`config.mk`:
```
export PLATFORM = sky130hd
export DESIGN_NAME = scratchpad_banked_flat
export DESIGN_NICKNAME = d
export VERILOG_FILES = /design/src/rtl/scratchpad_banked_pkg.sv /design/src/rtl/scratchpad_banked_if.sv /design/src/rtl/scratchpad_bank_map.sv /design/src/rtl/scratchpad_banked.sv /design/src/flat_wrapper.sv
export SDC_FILE = /design/constraint.sdc
export NUM_CORES = 1
export LEC_CHECK = 0
export ABC_CLOCK_PERIOD_IN_PS = 2600
export CAP_MARGIN = 30
export CORE_MARGIN = 2
export CORE_UTILIZATION = 60
export CTS_BUF_LIST = sky130_fd_sc_hd__clkbuf_8 sky130_fd_sc_hd__clkbuf_16
export CTS_CLUSTER_DIAMETER = 40
export DETAILED_ROUTE_END_ITERATION = 7
export PLACE_DENSITY = 0.79
export SETUP_SLACK_MARGIN = 0.5
export SLEW_MARGIN = 20
export SYNTH_ARGS = -nofsm -noshare
export SYNTH_HDL_FRONTEND = slang
export SYNTH_SLANG_ARGS = --single-unit
```
`constraint.sdc`:
```
create_clock -name sysclk -period 2.6 [get_ports sysclk]
set_input_delay 0.26 -clock sysclk [delete_from_list [all_inputs] [get_ports sysclk]]
set_output_delay 0.26 -clock sysclk [all_outputs]
set_load 0.02 [all_outputs]
```
`src/rtl/scratchpad_banked_pkg.sv`:
```
// Shared definitions for the banked scratchpad: op codes, FSM encoding and
// width helpers used to size the logical and physical register arrays.
package scratchpad_pkg;

  localparam logic [2:0] SP_RD_NIB   = 3'd0;
  localparam logic [2:0] SP_WR_NIB   = 3'd1;
  localparam logic [2:0] SP_RD_PAIR  = 3'd2;
  localparam logic [2:0] SP_WR_PAIR  = 3'd3;
  localparam logic [2:0] SP_XCH      = 3'd4;
  localparam logic [2:0] SP_INC      = 3'd5;
  localparam logic [2:0] SP_SEL_BANK = 3'd6;
  localparam logic [2:0] SP_NOP      = 3'd7;

  typedef enum logic [0:0] {
    SP_IDLE = 1'b0,
    SP_RMW  = 1'b1
  } sp_state_e;

  function automatic int sp_aw(input int num_pairs);
    return $clog2(32'd2 * num_pairs);
  endfunction

  function automatic int sp_bw(input int num_banks);
    return (num_banks > 32'd1) ? $clog2(num_banks) : 32'd1;
  endfunction

  // Banked pairs are replicated per bank; the remaining pairs exist once.
  function automatic int sp_phys_pairs(input int num_pairs, input int num_banks,
                                       input int banked_pairs);
    return num_banks * banked_pairs + (num_pairs - banked_pairs);
  endfunction

  function automatic int sp_phys_regs(input int num_pairs, input int num_banks,
                                      input int banked_pairs);
    return 32'd2 * sp_phys_pairs(num_pairs, num_banks, banked_pairs);
  endfunction

  function automatic int sp_ppw(input int num_pairs, input int num_banks,
                                input int banked_pairs);
    int pp;
    pp = sp_phys_pairs(num_pairs, num_banks, banked_pairs);
    return (pp > 32'd1) ? $clog2(pp) : 32'd1;
  endfunction

endpackage

```
`src/rtl/scratchpad_banked_if.sv`:
```
// Command/response port of the banked scratchpad; the decode logic is the
// master, the scratchpad the slave.
interface scratchpad_banked_if #(
  parameter int AW = 4,
  parameter int DW = 8
);
  logic          cmd_valid;
  logic          cmd_ready;
  logic [2:0]    cmd_op;
  logic [AW-1:0] cmd_addr;
  logic [DW-1:0] cmd_wdata;
  logic          rsp_valid;
  logic [DW-1:0] rsp_data;
  logic          rsp_zero;
  logic          rsp_carry;

  modport master (
    output cmd_valid, cmd_op, cmd_addr, cmd_wdata,
    input  cmd_ready, rsp_valid, rsp_data, rsp_zero, rsp_carry
  );

  modport slave (
    input  cmd_valid, cmd_op, cmd_addr, cmd_wdata,
    output cmd_ready, rsp_valid, rsp_data, rsp_zero, rsp_carry
  );
endinterface

```
`src/rtl/scratchpad_bank_map.sv`:
```
// Combinational logical-pair to physical-pair translation: low pairs are
// selected by the current bank, the rest live in a shared region above them.
module scratchpad_bank_map
  import scratchpad_pkg::*;
#(
  parameter int NUM_PAIRS    = 8,
  parameter int NUM_BANKS    = 2,
  parameter int BANKED_PAIRS = 4,
  localparam int AW  = sp_aw(NUM_PAIRS),
  localparam int BW  = sp_bw(NUM_BANKS),
  localparam int PPW = sp_ppw(NUM_PAIRS, NUM_BANKS, BANKED_PAIRS)
) (
  input  logic [AW-1:0]  addr_i,
  input  logic [BW-1:0]  bank_i,
  output logic [PPW-1:0] phys_pair_o
);

  int   pair_s;
  int   phys_s;
  logic unused_s;

  // map the logical pair into the banked or shared physical region
  always_comb begin
    pair_s = 32'(addr_i[AW-1:1]);
    if (pair_s < BANKED_PAIRS) begin
      phys_s = 32'(bank_i) * BANKED_PAIRS + pair_s;
    end else begin
      phys_s = NUM_BANKS * BANKED_PAIRS + (pair_s - BANKED_PAIRS);
    end
    phys_pair_o = phys_s[PPW-1:0];
  end

  assign unused_s = ^{addr_i[0], phys_s[31:PPW]};

endmodule

```
`src/rtl/scratchpad_banked.sv`:
```
// Bank-switched scratchpad register array with a two-cycle read-modify-write path.
// Optional even-parity protection is built when SCRATCHPAD_PARITY_EN is defined.
module scratchpad_banked
  import scratchpad_pkg::*;
#(
  parameter int DATA_W       = 4,
  parameter int NUM_PAIRS    = 8,
  parameter int NUM_BANKS    = 2,
  parameter int BANKED_PAIRS = 4
) (
  input  logic                         sysclk,
  input  logic                         poc_n,
  scratchpad_banked_if.slave           sp,
  output logic [sp_bw(NUM_BANKS)-1:0]  bank,
  input  logic                         par_inject,
  output logic                         par_err
);

  localparam int AW    = sp_aw(NUM_PAIRS);
  localparam int BW    = sp_bw(NUM_BANKS);
  localparam int DW    = 2 * DATA_W;
  localparam int PPW   = sp_ppw(NUM_PAIRS, NUM_BANKS, BANKED_PAIRS);
  localparam int PAW   = PPW + 1;
  localparam int NREGS = sp_phys_regs(NUM_PAIRS, NUM_BANKS, BANKED_PAIRS);
  localparam logic [DATA_W-1:0] ONE_N  = DATA_W'(1'b1);
  localparam logic [DATA_W-1:0] ZERO_N = {DATA_W{1'b0}};
  localparam logic [DATA_W-1:0] ONES_N = {DATA_W{1'b1}};

  sp_state_e         state_q, state_d;
  logic [DATA_W-1:0] mem_q [NREGS];
  logic [DW-1:0]     row_q, row_d;
  logic [PAW-1:0]    rmw_addr_q, rmw_addr_d;
  logic              rmw_inc_q, rmw_inc_d;
  logic [DATA_W-1:0] rmw_wdata_q, rmw_wdata_d;
  logic [BW-1:0]     bank_q, bank_d;
  logic              rsp_valid_q, rsp_valid_d;
  logic [DW-1:0]     rsp_data_q, rsp_data_d;
  logic              rsp_zero_q, rsp_zero_d;
  logic              rsp_carry_q, rsp_carry_d;

  logic [PPW-1:0]    pp_s;
  logic [PAW-1:0]    ev_s, od_s, nib_s;
  logic              accept_s;
  logic              we0_s, we1_s;
  logic [PAW-1:0]    wa0_s, wa1_s;
  logic [DATA_W-1:0] wd0_s, wd1_s;
  logic              chk0_s, chk1_s;
  logic [PAW-1:0]    ca0_s, ca1_s;
  logic [DATA_W-1:0] old_s, new_s;

  scratchpad_bank_map #(
    .NUM_PAIRS   (NUM_PAIRS),
    .NUM_BANKS   (NUM_BANKS),
    .BANKED_PAIRS(BANKED_PAIRS)
  ) u_bank_map (
    .addr_i     (sp.cmd_addr),
    .bank_i     (bank_q),
    .phys_pair_o(pp_s)
  );

  assign ev_s     = {pp_s, 1'b0};
  assign od_s     = {pp_s, 1'b1};
  assign nib_s    = {pp_s, sp.cmd_addr[0]};
  assign accept_s = sp.cmd_valid & sp.cmd_ready;
  // the row buffer holds {even, odd}; the RMW target picks its half
  assign old_s    = rmw_addr_q[0] ? row_q[DATA_W-1:0] : row_q[DW-1:DATA_W];
  assign new_s    = rmw_inc_q ? (old_s + ONE_N) : rmw_wdata_q;

  assign sp.cmd_ready = poc_n & (state_q == SP_IDLE);
  assign sp.rsp_valid = rsp_valid_q;
  assign sp.rsp_data  = rsp_data_q;
  assign sp.rsp_zero  = rsp_zero_q;
  assign sp.rsp_carry = rsp_carry_q;
  assign bank         = bank_q;

  // next-state, write-port, parity-check and response decode
  always_comb begin
    state_d     = state_q;
    row_d       = row_q;
    rmw_addr_d  = rmw_addr_q;
    rmw_inc_d   = rmw_inc_q;
    rmw_wdata_d = rmw_wdata_q;
    bank_d      = bank_q;
    rsp_valid_d = 1'b0;
    rsp_data_d  = {DW{1'b0}};
    rsp_zero_d  = 1'b0;
    rsp_carry_d = 1'b0;
    we0_s       = 1'b0;
    we1_s       = 1'b0;
    wa0_s       = nib_s;
    wa1_s       = od_s;
    wd0_s       = sp.cmd_wdata[DATA_W-1:0];
    wd1_s       = sp.cmd_wdata[DATA_W-1:0];
    chk0_s      = 1'b0;
    chk1_s      = 1'b0;
    ca0_s       = nib_s;
    ca1_s       = od_s;
    case (state_q)
      SP_IDLE: begin
        if (accept_s) begin
          row_d       = {mem_q[ev_s], mem_q[od_s]};
          rsp_valid_d = 1'b1;
          case (sp.cmd_op)
            SP_RD_NIB: begin
              rsp_data_d = {ZERO_N, mem_q[nib_s]};
              chk0_s     = 1'b1;
            end
            SP_WR_NIB: begin
              we0_s      = 1'b1;
              rsp_data_d = {ZERO_N, sp.cmd_wdata[DATA_W-1:0]};
            end
            SP_RD_PAIR: begin
              rsp_data_d = {mem_q[ev_s], mem_q[od_s]};
              chk0_s     = 1'b1;
              ca0_s      = ev_s;
              chk1_s     = 1'b1;
            end
            SP_WR_PAIR: begin
              we0_s      = 1'b1;
              wa0_s      = ev_s;
              wd0_s      = sp.cmd_wdata[DW-1:DATA_W];
              we1_s      = 1'b1;
              rsp_data_d = sp.cmd_wdata;
            end
            SP_XCH, SP_INC: begin
              rsp_valid_d = 1'b0;
              state_d     = SP_RMW;
              rmw_addr_d  = nib_s;
              rmw_inc_d   = (sp.cmd_op == SP_INC);
              rmw_wdata_d = sp.cmd_wdata[DATA_W-1:0];
              chk0_s      = 1'b1;
            end
            SP_SEL_BANK: begin
              if (32'(sp.cmd_wdata) < NUM_BANKS) begin
                bank_d = sp.cmd_wdata[BW-1:0];
              end else begin
                rsp_carry_d = 1'b1;
              end
            end
            default: begin
              rsp_data_d = {DW{1'b0}};
            end
          endcase
        end else begin
          rsp_valid_d = 1'b0;
        end
      end
      SP_RMW: begin
        we0_s       = 1'b1;
        wa0_s       = rmw_addr_q;
        wd0_s       = new_s;
        rsp_valid_d = 1'b1;
        rsp_data_d  = {ZERO_N, (rmw_inc_q ? new_s : old_s)};
        rsp_zero_d  = rmw_inc_q & (new_s == ZERO_N);
        rsp_carry_d = rmw_inc_q & (old_s == ONES_N);
        state_d     = SP_IDLE;
      end
      default: begin
        state_d = SP_IDLE;
      end
    endcase
  end

  // FSM state register
  always_ff @(posedge sysclk or negedge poc_n) begin
    if (!poc_n) begin
      state_q <= SP_IDLE;
    end else begin
      state_q <= state_d;
    end
  end

  // row buffer, RMW context, bank select and registered response
  always_ff @(posedge sysclk or negedge poc_n) begin
    if (!poc_n) begin
      row_q       <= {DW{1'b0}};
      rmw_addr_q  <= {PAW{1'b0}};
      rmw_inc_q   <= 1'b0;
      rmw_wdata_q <= ZERO_N;
      bank_q      <= {BW{1'b0}};
      rsp_valid_q <= 1'b0;
      rsp_data_q  <= {DW{1'b0}};
      rsp_zero_q  <= 1'b0;
      rsp_carry_q <= 1'b0;
    end else begin
      row_q       <= row_d;
      rmw_addr_q  <= rmw_addr_d;
      rmw_inc_q   <= rmw_inc_d;
      rmw_wdata_q <= rmw_wdata_d;
      bank_q      <= bank_d;
      rsp_valid_q <= rsp_valid_d;
      rsp_data_q  <= rsp_data_d;
      rsp_zero_q  <= rsp_zero_d;
      rsp_carry_q <= rsp_carry_d;
    end
  end

  // physical register storage, two write ports for pair writes
  always_ff @(posedge sysclk or negedge poc_n) begin
    if (!poc_n) begin
      for (int i = 0; i < NREGS; i++) begin
        mem_q[i] <= ZERO_N;
      end
    end else begin
      if (we0_s) begin
        mem_q[wa0_s] <= wd0_s;
      end
      if (we1_s) begin
        mem_q[wa1_s] <= wd1_s;
      end
    end
  end

`ifdef SCRATCHPAD_PARITY_EN
  logic par_q [NREGS];
  logic par_err_q;

  function automatic logic sp_even_par(input logic [DATA_W-1:0] d);
    return ^d;
  endfunction

  // stored parity bit per register, optionally corrupted for test
  always_ff @(posedge sysclk or negedge poc_n) begin
    if (!poc_n) begin
      for (int i = 0; i < NREGS; i++) begin
        par_q[i] <= 1'b0;
      end
    end else begin
      if (we0_s) begin
        par_q[wa0_s] <= sp_even_par(wd0_s) ^ par_inject;
      end
      if (we1_s) begin
        par_q[wa1_s] <= sp_even_par(wd1_s) ^ par_inject;
      end
    end
  end

  // sticky error flag raised by any read of a register with bad parity
  always_ff @(posedge sysclk or negedge poc_n) begin
    if (!poc_n) begin
      par_err_q <= 1'b0;
    end else if ((chk0_s && (sp_even_par(mem_q[ca0_s]) != par_q[ca0_s])) ||
                 (chk1_s && (sp_even_par(mem_q[ca1_s]) != par_q[ca1_s]))) begin
      par_err_q <= 1'b1;
    end else begin
      par_err_q <= par_err_q;
    end
  end

  assign par_err = par_err_q;
`else
  logic unused_s;

  assign par_err  = 1'b0;
  assign unused_s = ^{par_inject, chk0_s, chk1_s, ca0_s, ca1_s};
`endif

endmodule
```
`src/flat_wrapper.sv`:
```
// flat-port wrapper written by rule: the top's interface ports become plain ports
module scratchpad_banked_flat import scratchpad_pkg::*;
#(
  parameter int DATA_W       = 4,
  parameter int NUM_PAIRS    = 8,
  parameter int NUM_BANKS    = 2,
  parameter int BANKED_PAIRS = 4
)
  (sysclk, poc_n, bank, par_inject, par_err, sp_cmd_valid, sp_cmd_op, sp_cmd_addr, sp_cmd_wdata, sp_cmd_ready, sp_rsp_valid, sp_rsp_data, sp_rsp_zero, sp_rsp_carry);
  scratchpad_banked_if sp_i ();
  input  logic sysclk;
  input  logic poc_n;
  output logic [sp_bw(NUM_BANKS)-1:0] bank;
  input  logic par_inject;
  output logic par_err;
  input wire logic [$bits(sp_i.cmd_valid)-1:0] sp_cmd_valid;
  input wire logic [$bits(sp_i.cmd_op)-1:0] sp_cmd_op;
  input wire logic [$bits(sp_i.cmd_addr)-1:0] sp_cmd_addr;
  input wire logic [$bits(sp_i.cmd_wdata)-1:0] sp_cmd_wdata;
  output wire logic [$bits(sp_i.cmd_ready)-1:0] sp_cmd_ready;
  output wire logic [$bits(sp_i.rsp_valid)-1:0] sp_rsp_valid;
  output wire logic [$bits(sp_i.rsp_data)-1:0] sp_rsp_data;
  output wire logic [$bits(sp_i.rsp_zero)-1:0] sp_rsp_zero;
  output wire logic [$bits(sp_i.rsp_carry)-1:0] sp_rsp_carry;
  assign sp_i.cmd_valid = sp_cmd_valid;
  assign sp_i.cmd_op = sp_cmd_op;
  assign sp_i.cmd_addr = sp_cmd_addr;
  assign sp_i.cmd_wdata = sp_cmd_wdata;
  assign sp_cmd_ready = sp_i.cmd_ready;
  assign sp_rsp_valid = sp_i.rsp_valid;
  assign sp_rsp_data = sp_i.rsp_data;
  assign sp_rsp_zero = sp_i.rsp_zero;
  assign sp_rsp_carry = sp_i.rsp_carry;
  scratchpad_banked #(.DATA_W(DATA_W), .NUM_PAIRS(NUM_PAIRS), .NUM_BANKS(NUM_BANKS), .BANKED_PAIRS(BANKED_PAIRS)) u_core (.sysclk(sysclk), .poc_n(poc_n), .sp(sp_i), .bank(bank), .par_inject(par_inject), .par_err(par_err));
endmodule
```
==> results.yml <==
power:
  power.static_leakage_uw: 0.00432
  peakVddDrop_mv: 0.639
  powerDensity_mw_per_mm2: 643
critical_path:
  critPathCaptureType: "flip-flop"
  worstPathArrival_ns: 2.74
  crit_path_max_fanout: 6
  crit_chain: "buf_6 -> buf_4 -> buf_6 -> nand3b_1 -> a222oi_1 -> buf_4 -> a21boi_4 -> mux2i_1 -> o21ai_1"
  path_class: "flip-flop to flip-flop"
  slowest_delay_ns: 0.46
  cp_slowest_cell: "dfrtp_2"
  critical_path.reg2reg.startpoint: "u_core.state_q"
  critPathLaunch: "u_core.state_q"
  critical-path-top-delay-family: "compound AO/OA/AOI/OAI gates"
  start_kind: "flip-flop"
  cp.required_ns: 2.92
  path_buf_inv: 4
global_routing:
  grt_max_degree: 57
  grt_pass1_vias: 6642
  antenna_found_initial: 1
  grt_first_pass_wirelength_um: 39900
  grt-ovfl-total: 0
  grt_usage_pct: 41.3
synthesis:
  yosysWarnings: 0
  ys_types: 64
  synth_mux_area_share_pct: 25.7
  synth.largest_area_cell: "dfrtp_1"
  synth-compound-area-share_pct: 12.2
  synthesis.area_sq_mm: 0.00741
  synth_top_family_by_area: "multiplexers"
  synth_seq_cells: 127
  yosys-top-cells-area: "dfrtp_1 43%, mux4_2 12%, mux2_2 9.0%"
  syn_avg_cell_area_sq_um: 10.9
  synth-seq-area-share_pct: 42.9
  synth_fa_ha_area_share_pct: 0.169
  synth_edf_count: 0
  synth_fp_nets: 698
  syn_inst: 678
  synthXorXnorAreaFrac_pct: 0.473
  yosys.area.top_type_share_pct: 42.9
  synthSimpleGateAreaFrac_pct: 14.5
  ys_async_sr_fraction_pct: 100
  synth_top_flop_cell: "dfrtp_1"
die:
  core_sq_mm: 0.0120
  die_w_um: 115
  rows: 40
  dieArea_sq_mm: 0.0133
  die_y_um: 115
  initial_core_util_pct: 61.7
  pin_count: 33
placed_design:
  place_area_sq_mm: 0.00834
  place_hpwl_um: 15900
  dp_slack_ns: 0.0723
  placed_cells: 889
  port_buffers: 30
  place_congestion: 0.948
timing:
  finalCriticalPeriod_ns: 2.42
  rsz0062_at_grt: "yes"
  post-route-period-util_pct: 92.9
  drv_slew: 0
  hold_ws_ns: 0.0737
  max_freq_mhz: 414
  setup_ws_ns: 0.185
  clock_skew_ns: 0.0186
  worstMarginPinSlew_ns: 0.892
  setup_tns_ns: 0
  maxSlewHeadroom_pct: 40.4
  finalSetupViolations: 0
  finalHoldViolCount: 0
final_layout:
  regArea_sq_mm: 0.00318
  fillCellCount: 481
  fin_area_sq_mm: 0.0104
  multi_input_area_sq_mm: 0.00462
  mostFrequentLayoutCell: "dfrtp_1"
  diodes: 0
  drive_gt1_share_pct: 44.3
  syn_to_final_growth_pct: 40.5
  final_cell_mix: "124 x dfrtp_1, 93 x nand2_1, 93 x buf_4, 38 x mux4_2, 33 x buf_6"
  fin_cells: 987
  nNetsFinal: 847
routing:
  drt-initial-drc-count: 1562
  postRouteAntennaNets: 0
  wl_per_cell_um: 31.2
  dr.pass1.iters: 8
  vias: 7612
  route.detailed.drc: 53
  drt_wl_total_um: 30700
  routed_via_density: 7.71
clock_tree:
  clk_path_buf_depth: 2
  clock_latency_ns: 0.45
  cts_tree: "yes"
  cts_buffers: 17
  htreeDepth: 4
  cts_sinks: 127
  cts-root-buf: "clkbuf_16"
  clk_pin_slew_ns: 0.06
outcome:
  status: "complete, but fails checks"
  violations: "DRC"
job:
  max_cap_violations: 0
min_path:
  holdCritPathClass: "input pin to asynchronous set/reset pin"
## final timing paths
path / end / slack (ns) / cells after the start
max reg2reg: u_core.mem_q[32] / 0.18 / 9
min in group sysclk: u_core.rmw_addr_q[2] / 0.22 / 2
min: u_core.mem_q[17] / 0.07 / 3
max: u_core.mem_q[32] / 0.18 / 9
max in group asynchronous: asynchronous set/reset pin / 1.38 / 3
min reg2reg: u_core.rmw_wdata_q[0] / 0.50 / 1
## logic make-up (layout without fill, tap and decap cells)
family                   after synthesis  count (layout)
adder cells (fa/ha/maj)                1               1
other                                  1               1
AO/OA/AOI/OAI                        122             122
flip-flops                           127             127
buffers and inverters                 69             231
AND/OR/NAND/NOR                      219             219
XOR/XNOR                               4               4
multiplexers                         135             135
## worst reg2reg max path, stage by stage (launching register included)
cell and delay [ns]:
dfrtp_2 0.46, buf_6 0.14, buf_4 0.10, buf_6 0.13, nand3b_1 0.16, a222oi_1 0.45, buf_4 0.23, a21boi_4 0.31
mux2i_1 0.24, o21ai_1 0.09
## routing by layer
layer  GRT usage, %  up-vias  share of wire (%)  wire [um]
met5              0        -                  0          0
met4           24.1        0                 10       3170
met3           10.9      326                 14       4160
met2           64.5      843                 44      13400
met1           52.3     3618                 33      10000
li1               -     2825                  -          -
## final cells by class
cell class	count	area share, %
clock buffers	20	4.48
clock inverters	12	1.29
repair buffers	174	16.6
multi-input cells	482	44.4
inverters	25	0.901
flip-flops and latches	127	30.6
well taps	147	1.77
## stage by stage
stage	power [uW]	util (%)
final	6690	86.7
after global routing	6800	86.7
after CTS	6250	79.0
after detailed placement	3600	69.5
after global placement	3540	69.5
after floorplan	3160	-
## power by group
part           switching (uW)  internal, uW
Clock                     969          1490
Sequential                297          2250
Combinational             857           829
## Yosys cell counts, drive strengths merged (10+ instances only)
cell type / instances
mux4: 38
inv: 25
nor2: 23
nand3: 33
mux2: 59
dfrtp: 127
clkbuf: 21
o21ai: 45
o311ai: 19
nor4: 15
o211ai: 10
mux2i: 38
buf: 23
nand2: 97
## what timing repair did
item,CTS,global route
hold buffers,2,0
setup endpoints to repair,99,100
hold endpoints to repair,33,0
pin swaps,12,26
gates cloned,4,4
resized for setup,94,126
setup buffers,15,41
(Power assumes the default switching activity.)
